## src/rtl/if_sequencer.sv

```systemverilog
// rtl/if_sequencer.sv - instruction-fetch control sequencer (stall, miss refill, syscall drain, redirect)
//
// Decides each cycle whether IF advances, stalls, redirects or bubbles.
// Ports:
//   CLK, RESET                 clock (rising edge), asynchronous active-low reset
//   Fetch_Addr, IC_Hit         current fetch address and its I-cache hit flag
//   Hazard_Stall               ID hazard, freezes IF
//   Branch_Taken/Target        taken branch/jump resolved in ID
//   Syscall_Decoded            syscall in ID (only honoured in RUN)
//   Refill_Done                refill engine line-written pulse
//   Refill_Req, Refill_Addr    registered refill request and line-aligned address
//   STALL, miss                IF freeze and refill-in-progress flags
//   SYS, sys_count             syscall drain window and its counter
//   Request_Alt_PC, Alt_PC     redirect strobe and target
//   Request_Alt_PC1            Request_Alt_PC delayed one cycle
//   Syscall_Done               one-cycle pulse in the first RUN cycle after a drain
module if_sequencer #(
  parameter int LINE_LOG2 = 4,
  parameter int SYS_DRAIN = 4
) (
  input  logic        CLK,
  input  logic        RESET,
  input  logic [31:0] Fetch_Addr,
  input  logic        IC_Hit,
  input  logic        Hazard_Stall,
  input  logic        Branch_Taken,
  input  logic [31:0] Branch_Target,
  input  logic        Syscall_Decoded,
  input  logic        Refill_Done,
  output logic        Refill_Req,
  output logic [31:0] Refill_Addr,
  output logic        STALL,
  output logic        miss,
  output logic        SYS,
  output logic [2:0]  sys_count,
  output logic        Request_Alt_PC,
  output logic [31:0] Alt_PC,
  output logic        Request_Alt_PC1,
  output logic        Syscall_Done
);

  localparam logic [2:0]  DRAIN_LAST = 3'(SYS_DRAIN);
  // Masking (rather than slicing) keeps every Fetch_Addr bit in use.
  localparam logic [31:0] LINE_MASK  = ~((32'd1 << LINE_LOG2) - 32'd1);

  typedef enum logic [1:0] {
    S_RUN       = 2'd0,
    S_MISS_WAIT = 2'd1,
    S_MISS_FILL = 2'd2,
    S_SYS_DRAIN = 2'd3
  } state_t;

  state_t      state, next_state;
  logic        pend_valid;
  logic [31:0] pend_target;

  always_comb begin
    next_state     = state;
    STALL          = 1'b1;
    Request_Alt_PC = 1'b0;
    Alt_PC         = pend_target;
    case (state)
      S_RUN: begin
        STALL          = Hazard_Stall | ~IC_Hit;
        // A branch resolved this cycle wins over an older pending target.
        Request_Alt_PC = Branch_Taken | pend_valid;
        Alt_PC         = Branch_Taken ? Branch_Target : pend_target;
        if (!IC_Hit)
          next_state = S_MISS_WAIT;
        else if (Syscall_Decoded)
          next_state = S_SYS_DRAIN;
      end
      S_MISS_WAIT: if (Refill_Done) next_state = S_MISS_FILL;
      S_MISS_FILL: next_state = S_RUN;
      S_SYS_DRAIN: if (sys_count == DRAIN_LAST) next_state = S_RUN;
      default:     next_state = S_RUN;
    endcase
  end

  assign miss = (state == S_MISS_WAIT) || (state == S_MISS_FILL);

  always_ff @(posedge CLK or negedge RESET) begin
    if (!RESET) begin
      state           <= S_RUN;
      Refill_Req      <= 1'b0;
      Refill_Addr     <= 32'd0;
      SYS             <= 1'b0;
      sys_count       <= 3'd0;
      Syscall_Done    <= 1'b0;
      Request_Alt_PC1 <= 1'b0;
      pend_valid      <= 1'b0;
      pend_target     <= 32'd0;
    end else begin
      state           <= next_state;
      Request_Alt_PC1 <= Request_Alt_PC;
      Syscall_Done    <= (state == S_SYS_DRAIN) && (sys_count == DRAIN_LAST);

      if (state == S_RUN && !IC_Hit) begin
        Refill_Req  <= 1'b1;
        Refill_Addr <= Fetch_Addr & LINE_MASK;
      end else if (state == S_MISS_WAIT && Refill_Done) begin
        Refill_Req  <= 1'b0;
      end

      if (state == S_RUN && IC_Hit && Syscall_Decoded) begin
        SYS       <= 1'b1;
        sys_count <= 3'd0;
      end else if (state == S_SYS_DRAIN) begin
        if (sys_count == DRAIN_LAST) begin
          SYS       <= 1'b0;
          sys_count <= 3'd0;
        end else begin
          sys_count <= sys_count + 3'd1;
        end
      end

      // Redirects seen outside RUN are parked; the latest target wins and
      // the first RUN cycle consumes it.
      if (state != S_RUN && Branch_Taken) begin
        pend_valid  <= 1'b1;
        pend_target <= Branch_Target;
      end else if (state == S_RUN) begin
        pend_valid  <= 1'b0;
      end
    end
  end

endmodule

```

## config.mk

```make
export PLATFORM = sky130hd
export DESIGN_NAME = if_sequencer
export DESIGN_NICKNAME = d
export VERILOG_FILES = /design/src/rtl/if_sequencer.sv
export SDC_FILE = /design/constraint.sdc
export NUM_CORES = 1
export LEC_CHECK = 0
export ABC_AREA = 1
export ABC_CLOCK_PERIOD_IN_PS = 1550
export CAP_MARGIN = 20
export CORE_MARGIN = 4
export CORE_UTILIZATION = 45
export CTS_BUF_LIST = sky130_fd_sc_hd__clkbuf_8
export CTS_CLUSTER_SIZE = 20
export DETAILED_ROUTE_END_ITERATION = 6
export PLACE_DENSITY = 0.85
export SKIP_LAST_GASP = 1
export SYNTH_ARGS = -nofsm -noshare
export SYNTH_HDL_FRONTEND = slang
export SYNTH_SLANG_ARGS = --single-unit
```

## constraint.sdc

```tcl
create_clock -name CLK -period 1.55 [get_ports CLK]
set_input_delay 0.31 -clock CLK [delete_from_list [all_inputs] [get_ports CLK]]
set_output_delay 0.31 -clock CLK [all_outputs]
set_load 0.1 [all_outputs]
```

# Word level (Yosys, flattened, before mapping)
# Index checks and enable logic that the tools add are counted.
[word_totals]
regBits = 70
input_bits = 71
output_inout_bits = 74
elab_cells = 55
[classes]
add_sub_neg = 1
n_eq_ne = 7
muxes = 19
bitwise = 3
reduce_logical = 16
[ops]
columns = ["cell", "n"]
rows = [
  ["two-way mux 32 bit", 2],
  ["nonzero test 2 bit", 5],
  ["two-way mux 1 bit", 9],
  ["two-way mux 3 bit", 3],
  ["two-way mux 2 bit", 4],
  ["one-hot mux 2 bit (4 select lines)", 1],
  ["logical AND 1 bit", 6],
  ["equality test 2 bit, second input constant", 2],
  ["adder 3 x 1 -> 3 bit, second input constant", 1],
  ["equality test 3 bit, second input constant", 1],
  ["inequality test 3 bit, second input constant", 1],
  ["AND reduction 3 bit", 1],
  ["equality test 2 x 1 -> 1 bit, second input constant", 1],
  ["logical NOT 2 bit", 1],
  ["inequality test 2 x 1 -> 1 bit, second input constant", 1],
  ["inequality test 2 bit, second input constant", 1],
  ["bitwise OR 1 bit", 2],
  ["AND reduction 2 bit", 1],
  ["logical NOT 1 bit", 1],
  ["logical OR 1 bit", 1],
  ["NOT 1 bit", 1],
]

# Longest topological paths before layout
# Gate-level depths: netlist of the first run.
[logic_depth]
word_depth = 5
mapped_depth = 8
depth_no_buf = 7

# Least setup slack after synthesis of the first run
# Ideal clock, no wire load.
[synth_timing]
kind = "register -> output"
start = "register state[0]"
end = "output port Request_Alt_PC"
arrival_ns = 2.287
t_required_ns = 1.240
setup_slack_ns = -1.047
stages_incl_launch_ff = 6
n_path_buf = 1
cell_sequence = "dfrtp_1 -> inv_1 -> ha_1 -> buf_6 -> inv_2 -> a21oi_1"
[synth_via]
elab_chain_cells = 2
[synth_rtl]
columns = ["item", "line_no", "text"]
rows = [
  ["from (decl)", "53", "state_t state, next_state;"],
  ["from (signal assigned)", "94", "state <= next_state;"],
  ["logical NOT 2 bit", "62", "case (state)"],
  ["two-way mux 1 bit", "62", ""],
  ["to (decl)", "36", "output logic Request_Alt_PC,"],
]
# Every way passes these cells.

# Worst setup path after layout of the first run
[layout_timing]
start = "register state[0]"
end = "output port Alt_PC[5]"
[layout_via]
elab_chain_cells = 2
[layout_rtl]
columns = ["item", "line_no", "text"]
rows = [
  ["logical NOT 2 bit", "62", ""],
  ["two-way mux 32 bit", "62", ""],
  ["to (decl)", "37", "output logic [31:0] Alt_PC,"],
]
# Every way passes these cells.

==> out/qor.csv, run 1 <==
metric;value;unit
path_delay_family;buffers and inverters;
synth_cell_types;18;
avgSynthCellArea;8.975;sq um
setup_violations;102;
hold_viol;0;
area_delta_synth_final;108.3;%
firstDrtPassIters;5;
netlist_area;3572;sq um
min_period;2159;ps
path_buf_inv;3;
drv_cap;0;
rsz0062_at_grt;true;
drc;0;
clockBufferDepth;2;
routedWlPerCell;27.19;um
cts_buffers;9;
synth_top_cell_by_area;dfrtp_1;
num_vias;4161;
fp.dieW;97.10;um
tns;-27760;ps
regToRegSetupSlack;-280;ps
reg2reg_to;SYS$_DFFE_PN0P_;
antenna_found_initial;1;
crit_arrival;1850;ps
fin_nets;674;
crit_path_frequent_cell;buf_12;
yosysSeqAreaShare;49.04;%
ys_seq_elements;70;
cp.required;1240;ps
reg2reg_from;state[0]$_DFFE_PN0P_;
path_cells;inv_2 -> ha_4 -> nand2_8 -> buf_12 -> nand2_1 -> o21ai_4 -> buf_12;
h-tree-depth;3;
critPathMaxStageDelay;420;ps
route.met2.wl;9953;um
synthTopCellsByCount;139 x nand2_1, 70 x dfrtp_1, 64 x o21ai_2;
place_congestion;0.7572;
netlist.area_leader.share;49.04;%
die_height;97.10;um
fin_area;7441;sq um
clk_pin_slew;90;ps
synth_warnings;0;
row_count;32;
ant_nets;0;
clock_skew;13.71;ps
drtIter0Drc;191;
layout-drive-gt1-share;53.99;%
ios;145;
ys_top_cells_by_area;dfrtp_1 49%, o21ai_2 16%, nand2_1 15%;
cts_num_sinks;70;
crit_cells;7;
slew_viol_final;0;
first_global_vias;3923;
finalCoreUtilization;96.29;%
top_layer_used;met4;
core-area;7727;sq um
worstSetupPathType;reg -> out;
worstRegToRegCells;7;
port_buffers;136;
synth.most_common_cell;nand2_1;
cp_slowest_cell;dfrtp_1;
die_area;9427;sq um
start_kind;flip-flop;
netlist_instances;398;
grt_pass1_wl;19750;um
synth_flop_cell;dfrtp_1;
violations;setup timing;
drt-met1-wl;6152;um
synth_edf_count;0;
tritoncts;done;
drt_wl_total;19170;um
dp_hpwl;8503;um
setup_slack;-609.2;ps
placed_cell_area;6254;sq um
avgViaCountPerCell;5.902;
status;finished, violations left;
start_util;46.23;%
startpoint;state[0]$_DFFE_PN0P_;
hp-class;in -> async;
async_reset_ff_share;100.0;%
clock_latency;350;ps
grt-ovfl-total;0;
dr_wl_met3;1388;um
final.period_utilization;139.3;%
cp-endpoint;Alt_PC[5];
clock.fmax;463.1;MHz
end_kind;output port;
cts_root_buffer;clkbuf_8;
track_usage;26.40;%
cp_max_fo;10;
grt_max_degree;30;
[worst min-delay path by stage]
stage	startpoint	endpoint
after floorplan	RESET	Refill_Addr[10]$_DFFE_PN0P_
after global placement	RESET	pend_target[29]$_DFFE_PN0P_
after detailed placement	RESET	pend_target[29]$_DFFE_PN0P_
after CTS	RESET	pend_target[25]$_DFFE_PN0P_
after global routing	RESET	pend_target[25]$_DFFE_PN0P_
final	RESET	pend_target[14]$_DFFE_PN0P_
[cell type report]
cell class | count | area, sq um
diodes | 1 | 2.502
clock buffers | 9 | 123.9
clock inverters | 7 | 98.84
fillers | 155 | 286.5
inverters | 45 | 181.4
multi-input cells | 261 | 2146
flip-flops and latches | 70 | 1755
well taps | 102 | 127.6
repair buffers | 210 | 3005
[worst reg2reg max path, stage by stage (launching register included)]
cell	delay [ps]
dfrtp_1	420
buf_4	130
buf_4	100
buf_4	120
ha_1	290
inv_1	180
o21ai_0	350
nand2_1	110
[state kept, by name, summed over array words and instances, names as in the netlist]
signal           count
Refill_Addr         28
Refill_Req           1
Request_Alt_PC1      1
SYS                  1
Syscall_Done         1
pend_target         32
pend_valid           1
state                2
sys_count            3
[metrics by stage]
step                hold slack, ps  worst slack, ps  cells
finish                       448.5           -609.2    705
global placement             264.3           -304.6    661
floorplan                    14.41           -338.3    401
CTS                          448.7           -463.0    682
detailed placement           273.6           -360.1    661
global route                 473.2           -628.1    705
[logic make-up (layout without fill, tap and decap cells)]
family,Yosys count,in the layout,share of synthesized area (%)
compound gates,72,72,16.81
fa+ha+maj,6,6,2.102
simple gates,178,179,20.49
buf+inv,71,271,11.45
flops,70,70,49.04
other cells,1,5,0.1050
[cell usage in the layout, fill, tap and decap left out, drive strengths merged]
master,count
buf,135
conb,4
clkbuf,17
inv,44
ha,6
nor2,2
nand4,2
nand2,143
a21oi,4
dlygate4sd3,1
diode,1
o21ai,68
bufbuf,1
clkdlybuf4s50,65
nand3,31
dfrtp,70
clkinv,5
or2,1
bufinv,2
clkinvlp,1
[layer usage]
| layer | up-vias | global-route usage [%] |
|---|---|---|
| met4 | 0 | 15.01 |
| met1 | 2047 | 27.79 |
| met3 | 131 | 4.738 |
| li1 | 1647 | - |
| met2 | 336 | 48.99 |
| met5 | - | 0 |
[what timing repair did]
item,4_1_cts,5_1_grt
setup buffers,2,10
gates cloned,2,12
resized for setup,18,136
hold buffers,1,0
pin swaps,2,8
setup endpoints to repair,102,100
hold endpoints to repair,27,0
Power of run 1 is left out: the tool's default activity adds up to more than one toggle a clock period on the data nets, which glitch-free logic cannot reach.
==> run 2, diff against run 1 <==
--- a/config.mk
+++ b/config.mk
@@ -7,13 +7,15 @@
 export LEC_CHECK = 0
 export ABC_AREA = 1
 export ABC_CLOCK_PERIOD_IN_PS = 1550
-export CAP_MARGIN = 20
+export CAP_MARGIN = 25
+export CELL_PAD_IN_SITES_DETAIL_PLACEMENT = 0
+export CELL_PAD_IN_SITES_GLOBAL_PLACEMENT = 1
 export CORE_MARGIN = 4
-export CORE_UTILIZATION = 45
+export CORE_UTILIZATION = 32
 export CTS_BUF_LIST = sky130_fd_sc_hd__clkbuf_8
 export CTS_CLUSTER_SIZE = 20
 export DETAILED_ROUTE_END_ITERATION = 6
-export PLACE_DENSITY = 0.85
+export PLACE_DENSITY = 0.84
 export SKIP_LAST_GASP = 1
 export SYNTH_ARGS = -nofsm -noshare
 export SYNTH_HDL_FRONTEND = slang
==> out/qor.csv, run 2 (same netlist as run 1, synthesis figures left out) <==
metric;value;unit
crit_path_frequent_cell;buf_12;
cts_buffers;9;
cts_root_buffer;clkbuf_8;
drv_cap;0;
cts_num_sinks;70;
start_kind;flip-flop;
top_register;pend_target;
num_vias;3268;
violations;setup timing;
cp_max_fo;13;
clock_skew;7.075;ps
clockBufferDepth;2;
critPathMaxStageDelay;380;ps
setup_slack;-435.3;ps
path_cells;inv_2 -> ha_4 -> nand2_8 -> buf_12 -> nand2_1 -> o21ai_4 -> buf_12;
h-tree-depth;3;
clock_latency;340;ps
tns;-18670;ps
layout-drive-gt1-share;41.67;%
seq_area;1755;sq um
min_period;1985;ps
drc;0;
fp.dieW;113.7;um
clk_pin_slew;70;ps
avgViaCountPerCell;4.489;
drt_wl_total;10480;um
nFillCells;861;
cp.required;1240;ps
area_delta_synth_final;92.85;%
row_count;38;
routedWlPerCell;14.39;um
start_util;32.81;%
ant_nets;0;
hold_viol;0;
num_antenna_cells;0;
multi_input_area;1828;sq um
grt_pass1_wl;16840;um
port_buffers;136;
antenna_found_initial;0;
core-area;10890;sq um
tritoncts;done;
end_kind;output port;
cp_slowest_cell;dfrtp_1;
die_height;113.7;um
status;finished, violations left;
final_cell_mix;131 x nand2_1, 79 x buf_12, 67 x dfrtp_1;
firstDrtPassIters;4;
grt_max_degree;41;
slew_viol_final;0;
dp_hpwl;7315;um
place_congestion;0.7803;
final_common_cell;nand2_1;
first_global_vias;3373;
hp-class;in -> async;
track_usage;16.55;%
final.period_utilization;128.1;%
ios;145;
worstSetupPathType;reg -> out;
reg.largest.list;pend_target x32, Refill_Addr x28, sys_count x3;
die_area;12920;sq um
drtIter0Drc;128;
setup_violations;70;
crit_arrival;1680;ps
rsz0062_at_grt;true;
fin_nets;660;
clock.fmax;503.7;MHz
grt-ovfl-total;0;
largest_register_ffs;32;
[run 2: changes by cell type in the layout (fill, tap and decap cells not counted), sizes merged]
cell and delta:
clkbuf -5, dlygate4sd2 +1, diode -1, clkinv -4, bufinv -1, clkdlybuf4s50 -1, nand2 -1, buf -6
inv +3
[run 2: layer usage]
layer / vias to the layer above / global-route usage, % / routed length [um]
li1: 1618 / - / -
met1: 1554 / 19.45 / 3982
met2: 87 / 28.90 / 5681
met3: 9 / 4.668 / 691
met4: 0 / 5.769 / 121
met5: - / 0 / 0
[run 2: timing repair]
action | CTS | global route
endpoints found under the setup margin | 72 | 74
endpoints found under the hold margin | 30 | 0
resized for setup | 32 | 21
hold buffers | 1 | 0
pin swaps | 1 | 6
gates cloned | 5 | 1
setup buffers | 8 | 4
[run 2: worst paths after layout]
path / cells after the start / end / start / slack [ps]
worst min register to register: 2 / pend_target[30]$_DFFE_PN0P_ / pend_target[30]$_DFFE_PN0P_ / 480
worst max register to register: 11 / Refill_Addr[5]$_DFFE_PN0P_ / state[1]$_DFFE_PN0P_ / -200
worst max-delay path: 7 / Alt_PC[1] / state[1]$_DFFE_PN0P_ / -440
min in group CLK: 2 / pend_target[30]$_DFFE_PN0P_ / pend_target[30]$_DFFE_PN0P_ / 480
worst min-delay path: 2 / Refill_Addr[18]$_DFFE_PN0P_ / RESET / 460
max in group asynchronous: 3 / pend_target[1]$_DFFE_PN0P_ / RESET / 530
[run 2: final cells by class]
class / instances / share of cell area (%)
Multi-Input combinational cell: 260 / 26.53
Clock inverter: 5 / 0.7265
Timing Repair Buffer: 197 / 40.07
Sequential cell: 70 / 25.48
Inverter: 45 / 2.452
Tap cell: 140 / 2.543
Clock buffer: 11 / 2.198
[run 2: per-stage QoR]
stage	cell area [sq um]	worst slack (ps)	instances	util [%]	hold slack, ps
2_1_floorplan	3846	-338.3	401	-	14.41
3_5_place_dp	6238	-393.5	694	57.30	297.6
4_1_cts	6766	-458.0	724	62.15	449.9
6_report	6889	-435.3	728	63.27	455.3
5_1_grt	6889	-532.6	728	63.27	492.3
3_3_place_gp	6238	-332.1	694	57.30	285.6
[run 2: critical path: cells and delay by family (launching register included)]
family / cells / cell delay (ps)
buffers and inverters: 3 / 440
AOI/OAI and AO/OA: 1 / 80
and+or+nand+nor: 2 / 240
adders and majority gates: 1 / 180
DFF: 1 / 380
Power of run 2 is left out for the same reason.
==> run 3, diff against run 2 <==
--- a/config.mk
+++ b/config.mk
@@ -15,7 +15,8 @@
 export CTS_BUF_LIST = sky130_fd_sc_hd__clkbuf_8
 export CTS_CLUSTER_SIZE = 20
 export DETAILED_ROUTE_END_ITERATION = 6
-export PLACE_DENSITY = 0.84
+export GPL_ROUTABILITY_DRIVEN = 0
+export PLACE_DENSITY = 0.82
 export SKIP_LAST_GASP = 1
 export SYNTH_ARGS = -nofsm -noshare
 export SYNTH_HDL_FRONTEND = slang
==> out/qor.csv, run 3 (same netlist as run 1, synthesis figures left out) <==
metric;value;unit
final_common_cell;nand2_1;
drv_cap;0;
setup_violations;62;
worstRegToRegCells;10;
core-area;10890;sq um
clock_skew;8.235;ps
routedWlPerCell;13.81;um
end_kind;output port;
track_usage;15.84;%
start_kind;flip-flop;
reg2reg_to;Refill_Addr[5]$_DFFE_PN0P_;
cp.required;1240;ps
drt_wl_total;10150;um
path_delay_family;buffers and inverters;
regToRegSetupSlack;-70;ps
num_vias;3224;
grt-ovfl-total;0;
firstDrtPassIters;4;
cp_slowest_cell;dfrtp_1;
reg.largest.list;pend_target x32, Refill_Addr x28, sys_count x3;
drt-met1-wl;4260;um
top_layer_used;met4;
path_buf_inv;4;
cp_max_fo;4;
crit_path_frequent_cell;buf_6;
h-tree-depth;3;
nFillCells;853;
grt_pass1_wl;16470;um
worstSetupPathType;reg -> out;
dr_wl_met3;558;um
reg2reg_from;state[0]$_DFFE_PN0P_;
ant_nets;0;
dp_hpwl;7175;um
status;finished, violations left;
setup_slack;-430.1;ps
layout-drive-gt1-share;42.02;%
cts_root_buffer;clkbuf_8;
drc;0;
min_period;1980;ps
final_cell_mix;124 x nand2_1, 79 x buf_12, 67 x dfrtp_1;
area_delta_synth_final;94.47;%
violations;setup timing;
rsz0062_at_grt;true;
fp.dieW;113.7;um
final.period_utilization;127.7;%
largest_register_ffs;32;
die_height;113.7;um
cts_num_sinks;70;
row_count;38;
die_area;12920;sq um
start_util;32.81;%
fin_area;6947;sq um
placed_cell_area;6319;sq um
first_global_vias;3352;
clock_latency;330;ps
ios;145;
hp-class;in -> async;
port_buffers;136;
slew_viol_final;0;
fin_nets;667;
clk_pin_slew;80;ps
route.met2.wl;5200;um
crit_arrival;1670;ps
grt_max_degree;33;
clock.fmax;505.0;MHz
finalCoreUtilization;63.80;%
antenna_found_initial;0;
hold_viol;0;
path_cells;inv_2 -> ha_4 -> buf_6 -> nand2_4 -> buf_6 -> o21ai_4 -> buf_12;
cts_buffers;9;
critPathMaxStageDelay;400;ps
tritoncts;done;
avgViaCountPerCell;4.386;
top_register;pend_target;
drtIter0Drc;113;
num_antenna_cells;0;
crit_cells;7;
clockBufferDepth;2;
## run 3: cell types whose count changed in the layout (fill, tap and decap cells not counted), moves of 2 or more
cell / previous run / this run
buf_4: 38 / 41
buf_6: 5 / 12
buf_8: 4 / 0
inv_1: 43 / 41
nand2_1: 131 / 124
nand2_2: 7 / 14
nand3_1: 19 / 27
nand3_2: 9 / 3
nand3_4: 3 / 1
o21ai_1: 0 / 2
o21ai_2: 34 / 32
## run 3: metal layers
layer  up-vias  global-route usage (%)
met5         -                       0
met4         0                   4.487
met3        11                   4.191
met2        76                   27.44
met1      1509                   19.41
li1       1628                       -
## run 3: area by class of cell
cell class	instances	area (sq um)	share of cell area, %
flip-flops and latches	70	1755	25.27
inverters	45	171.4	2.468
clock buffers	11	151.4	2.179
clock inverters	5	81.33	1.171
multi-input cells	261	1790	25.77
repair buffers	203	2821	40.62
well taps	140	175.2	2.522
## run 3: timing repair
action,CTS,global route
cloned,4,4
setup buffers,3,4
pin swaps,3,4
gates resized for setup,28,23
endpoints found under the setup margin,70,68
hold endpoints to repair,22,0
hold buffers,1,0
## run 3: worst register-to-register path, stage by stage (launching register included)
cell,delay (ps)
dfrtp_1,400
inv_2,80
ha_4,180
buf_4,120
buf_6,110
buf_12,110
buf_12,130
nand2_8,90
clkbuf_16,170
nand2_1,60
nand2_1,50
## run 3: how the worst max path moves through the flow
stage | endpoint | slack, ps | from
2_1_floorplan | Alt_PC[0] | -340 | state[0]$_DFFE_PN0P_
3_3_place_gp | Alt_PC[28] | -320 | Branch_Taken
3_5_place_dp | Alt_PC[19] | -360 | Branch_Taken
4_1_cts | Alt_PC[12] | -480 | state[1]$_DFFE_PN0P_
5_1_grt | Alt_PC[12] | -510 | state[1]$_DFFE_PN0P_
6_report | Alt_PC[13] | -430 | state[0]$_DFFE_PN0P_
## run 3: per-stage QoR
| stage | worst slack, ps | std cells | setup TNS, ps | hold slack, ps |
|---|---|---|---|---|
| 4_1_cts | -475.4 | 727 | -14680 | 409.1 |
| 5_1_grt | -511.6 | 735 | -19040 | 437.7 |
| 6_report | -430.1 | 735 | -14700 | 408.0 |
| 3_3_place_gp | -316.3 | 703 | -13580 | 241.5 |
| 3_5_place_dp | -356.8 | 703 | -15210 | 236.2 |
| 2_1_floorplan | -338.3 | 401 | -10870 | 14.41 |
Power of run 3 is left out for the same reason.
==> variant 1: new RTL, config.mk and constraints of run 2 <==
Reset style: synchronous (`RESET`), changed in one clocked block. Comments in the files are not updated.
--- a/src/rtl/if_sequencer.sv
+++ b/src/rtl/if_sequencer.sv
@@ -79,7 +79,7 @@
 
   assign miss = (state == S_MISS_WAIT) || (state == S_MISS_FILL);
 
-  always_ff @(posedge CLK or negedge RESET) begin
+  always_ff @(posedge CLK) begin
     if (!RESET) begin
       state           <= S_RUN;
       Refill_Req      <= 1'b0;
Check against the original RTL: differs if RESET is asserted again (counterexample within 4 cycles, from zero or initial values and one cycle with RESET low); with RESET held inactive, the same outputs for 10 cycles.
==> variant 1 against run 2 <==
- cell area fell by 17%
- critical path depth fell by 1
- synthesized area fell by 17%
- worst setup slack better by 0.0065 ns
- first-iteration DRC count shrank 55%
- the flow still finishes with violations (negative setup slack)
- wire length shrank 13%
- highest routed layer unchanged
- sequential cell count stayed put
Power is left out: the tool's default activity adds up to more than one toggle a clock period on the data nets, which glitch-free logic cannot reach.
==> variant 1: results <==
metrics = {
    "outcome": {
        "run_status": "complete, but fails checks",
        "violations": "negative setup slack",
    },
    "timing": {
        "final_critical_path_setup_slack_ns": -0.4288,
        "clock_skew_ns": 0.01342,
        "holdWs_ns": 0.3606,
        "setup_viol_count_final": 34,
    },
    "yosys": {
        "netlist_top_cells_count": "sky130_fd_sc_hd__nor2_1 (128), sky130_fd_sc_hd__dfxtp_1 (70), sky130_fd_sc_hd__o21ai_0 (57)",
        "synth-async-reset-ratio": 0,
        "synth_sequential_area_ratio": 0.4744,
        "postSynthCellCount": 369,
        "synth_top_cells_by_area": "sky130_fd_sc_hd__dfxtp_1 (47%), sky130_fd_sc_hd__nor2_1 (16%), sky130_fd_sc_hd__mux2_2 (12%), sky130_fd_sc_hd__o21ai_0 (9.7%), sky130_fd_sc_hd__ha_1 (2.5%)",
        "synth.distinct_cells": 19,
    },
    "worst_setup_path": {
        "startpoint": "state[0]",
        "crit_path_max_incr_delay_ns": 0.34,
        "crit_slowest_cell": "sky130_fd_sc_hd__dfxtp_2",
        "critPathMaxFanout": 6,
        "setup.reg_to_reg.worst_slack_ns": 0.11,
    },
    "detailed_routing": {
        "dr.max_layer_used": "met4",
        "detailroute.wirelength.met3_um": 864,
        "detailroute.wirelength.met2_um": 4395,
        "initialDrtViolationCount": 57,
        "wirelength_met1_um": 3691,
        "post_route_wl_um": 9100,
        "wl_per_cell_um": 14.44,
    },
    "cells_and_area": {
        "number_of_fill_cells": 730,
        "fin_nets": 595,
        "share_of_cells_above_drive_strength_1": 0.3027,
    },
    "clock_tree": {
        "cts.htree.levels": 3,
        "clk_latency_ns": 0.34,
    },
    "grt": {
        "grt_usage": 0.1673,
        "global_route.usage.met1": 0.1842,
        "grt_pass1_wl_um": 14750,
    },
    "worst_hold_path": {
        "hold_path_class": "in -> reg",
    },
    "placement": {
        "placedCellCount": 612,
        "dp.final_hpwl_um": 6731,
    },
}
==> variant 1: cell count changes after synthesis, sizes merged, moves of 2 or more <==
| cell | delta |
|---|---|
| buf | -11 |
| clkbuf | +11 |
| dfrtp | -70 |
| dfxtp | +70 |
| inv | -32 |
| mux2 | +32 |
| nand2 | -126 |
| nand3 | -26 |
| nand4 | -2 |
| nor2 | +127 |
| nor3 | +3 |
| o21ai | -6 |
==> variant 1: worst paths after layout <==
kind,endpoint,depth (start not counted)
hold reg to reg,pend_target[13],2
setup reg to reg,pend_target[17],8
setup / recovery,Alt_PC[16],6
hold / removal,pend_target[4],3
==> variant 1: cells by family after synthesis <==
| group | Yosys count | synth area share |
|---|---|---|
| other | 1 | 0.001269 |
| muxes | 32 | 0.1220 |
| buffers and inverters | 39 | 0.06226 |
| DFF | 70 | 0.4744 |
| adders and majority gates | 6 | 0.02541 |
| AOI/OAI and AO/OA | 68 | 0.1160 |
| and+or+nand+nor | 153 | 0.1986 |
==> variant 1: stage by stage <==
stage | setup TNS [ns] | area, um2
after CTS | -14.53 | 5665
after detailed placement | -15.51 | 5393
after floorplan | -2.335 | 3138
after global placement | -14.19 | 5393
after global routing | -15.97 | 5707
final | -13.64 | 5707
==> variant 1: repair_timing <==
| item | in CTS | in global routing |
|---|---|---|
| resized for setup | 15 | 8 |
| pin swaps | 1 | 0 |
| hold endpoints to repair | 0 | 0 |
| setup endpoints to repair | 44 | 92 |
| setup buffers | 1 | 0 |
| gates cloned | 1 | 1 |
==> variant 1: layout make-up <==
type,instances,area share
clock buffer,11,0.02653
clock inverter,4,0.008332
inverter,13,0.008989
multi-input combinational,263,0.2714
sequential,70,0.2464
tap,108,0.02368
timing repair buffer,161,0.4146
==> variant 2: new RTL, flow settings as in run 2 <==
Without the edit above. The 4 states of `state_t` get a one-hot encoding in 4 bits.
--- a/src/rtl/if_sequencer.sv
+++ b/src/rtl/if_sequencer.sv
@@ -43,11 +43,11 @@
   // Masking (rather than slicing) keeps every Fetch_Addr bit in use.
   localparam logic [31:0] LINE_MASK  = ~((32'd1 << LINE_LOG2) - 32'd1);
 
-  typedef enum logic [1:0] {
-    S_RUN       = 2'd0,
-    S_MISS_WAIT = 2'd1,
-    S_MISS_FILL = 2'd2,
-    S_SYS_DRAIN = 2'd3
+  typedef enum logic [3:0] {
+    S_RUN       = 4'b0001,
+    S_MISS_WAIT = 4'b0010,
+    S_MISS_FILL = 4'b0100,
+    S_SYS_DRAIN = 4'b1000
   } state_t;
 
   state_t      state, next_state;
Formal check against the unedited RTL: same outputs for any inputs over 10 cycles, from zero or initial values and one cycle with RESET low; not proved beyond that.
==> variant 2 against run 2 <==
- the flow still finishes with violations (negative setup slack)
- register-to-register slack got worse by 0.13 ns
- synthesized area fell by 3.1%
- final cell count rose by 5.1%
- worst hold slack got worse by 0.018 ns
- sequential cell count rose by 2
- wire length rose by 23%
- worst setup slack got worse by 0.24 ns
- sequential share of layout area fell by 2.3 points
- cell area rose by 13%
- critical endpoint is now Alt_PC[27]
- highest routed layer unchanged
Power is not shown: default switching activity piles up to over one toggle a cycle in this logic, so the estimate is an artifact.
==> variant 2: results <==
metrics = {
    "worst_setup_path": {
        "setup.reg_to_reg.worst_slack_ns": -0.33,
        "crit_path_max_incr_delay_ns": 0.54,
        "crit-reg2reg-capture": "Refill_Addr[25]",
        "critPathMaxFanout": 7,
        "crit_slowest_cell": "sky130_fd_sc_hd__dfstp_2",
        "cp_data_arrival_time_ns": 1.92,
        "timing.rr.start": "state[0]",
        "worst-r2r-cell-count": 12,
    },
    "timing": {
        "setup_viol_count_final": 94,
        "holdWs_ns": 0.4372,
        "final.setup.tns_ns": -31.01,
        "final_critical_path_setup_slack_ns": -0.6764,
        "clock_skew_ns": 0.007805,
    },
    "clock_tree": {
        "cts_buffer_depth": 2,
        "numCtsBuffers": 9,
        "cts.htree.levels": 3,
    },
    "placement": {
        "dpl_worst_slack_ns": -0.5082,
        "placement.io_buffers": 136,
        "placedCellCount": 723,
        "dp.final_hpwl_um": 8136,
        "final_weighted_congestion_of_routability_driven_global_placement": 0.7905,
    },
    "grt": {
        "grt_usage": 0.2063,
        "maximum_number_of_pins_on_one_net_before_global_route_repair": 34,
        "antenna_found_initial": 0,
        "grt_pass1_vias": 3950,
        "grt_pass1_wl_um": 20680,
    },
    "yosys": {
        "synth.distinct_cells": 23,
        "post_synth.cell_area_avg_um2": 7.848,
        "synth_sequential_area_ratio": 0.5210,
        "synth_top_cells_by_area": "sky130_fd_sc_hd__dfrtp_1 (51%), sky130_fd_sc_hd__nand2_1 (24%), sky130_fd_sc_hd__nand3_1 (5.6%), sky130_fd_sc_hd__o21ai_0 (5.1%), sky130_fd_sc_hd__buf_4 (2.0%)",
        "netlist_top_cells_count": "sky130_fd_sc_hd__nand2_1 (218), sky130_fd_sc_hd__dfrtp_1 (71), sky130_fd_sc_hd__nand3_1 (39)",
    },
    "detailed_routing": {
        "first_pass_iters": 6,
        "wl_per_cell_um": 16.78,
        "detailroute.wirelength.met3_um": 1275,
        "viasPerCell": 4.795,
        "detailroute.wirelength.met2_um": 6723,
        "wirelength_met1_um": 4705,
        "dr.max_layer_used": "met4",
        "initialDrtViolationCount": 124,
        "route.vias.total": 3668,
    },
    "outcome": {
        "violations": "negative setup slack",
        "run_status": "complete, but fails checks",
    },
    "cells_and_area": {
        "fin_nets": 697,
        "share_of_cells_above_drive_strength_1": 0.4849,
        "top_regs": "pend_target (32), Refill_Addr (28), state (4)",
        "n_antenna_cell": 0,
    },
    "worst_hold_path": {
        "hold_path_class": "in -> async",
    },
}
[variant 2: cell count changes after synthesis, sizes merged]
cell and delta:
buf -1, ha -4, nand2 +87, clkbuf +5
dfrtp +1, a21oi -1, nor2 +9, inv -30
nand3 +8, nand4 +1, dfstp +1, o21ai -33
[variant 2: what timing repair did]
| item | 4_1_cts | 5_1_grt |
|---|---|---|
| hold buffers | 1 | 0 |
| gates cloned | 12 | 2 |
| resized for setup | 64 | 62 |
| endpoints found under the hold margin | 29 | 0 |
| buffers inserted | 11 | 5 |
| pin swaps | 7 | 26 |
| setup endpoints to repair | 97 | 97 |
[variant 2: how the worst max path moves through the flow]
stage / from / endpoint / depth (start not counted)
final: state[0] / Alt_PC[27] / 9
after global routing: state[0] / Alt_PC[27] / 9
after CTS: state[0] / Alt_PC[27] / 9
after detailed placement: Branch_Taken / Alt_PC[8] / 7
after global placement: Branch_Taken / Alt_PC[8] / 7
after floorplan: state[0] / Request_Alt_PC / 6
[variant 2: through the flow]
| step | util | instance area [um2] |
|---|---|---|
| after floorplan | - | 4332 |
| final | 0.7491 | 7802 |
| after CTS | 0.7279 | 7582 |
| after detailed placement | 0.6459 | 6728 |
| after global routing | 0.7491 | 7802 |
| after global placement | 0.6459 | 6728 |
[variant 2: logic make-up after synthesis]
family                     synth area share
DFF                                  0.5210
and+or+nand+nor                      0.3427
other                              0.001084
adders and majority gates          0.007230
AOI/OAI and AO/OA                   0.05495
buffers and inverters               0.07303
[variant 2: worst max-delay path, delay by kind of cell (launching register included)]
family / cells / cell delay [ns]
buf+inv: 4 / 0.52
simple gates: 5 / 0.49
flops: 1 / 0.54
[variant 2: layer usage]
layer / global-route usage / vias up
li1: - / 1747
met1: 0.2284 / 1771
met2: 0.3657 / 134
met3: 0.08967 / 16
met4: 0.04888 / 0
met5: 0 / -
[variant 2: area by class of cell]
type | count | area [um2]
timing repair buffer | 199 | 2989
inverter | 15 | 63.81
multi-input combinational | 327 | 2554
clock inverter | 6 | 82.58
fill | 683 | 2614
sequential | 72 | 1805
clock buffer | 10 | 137.6
tap | 136 | 170.2
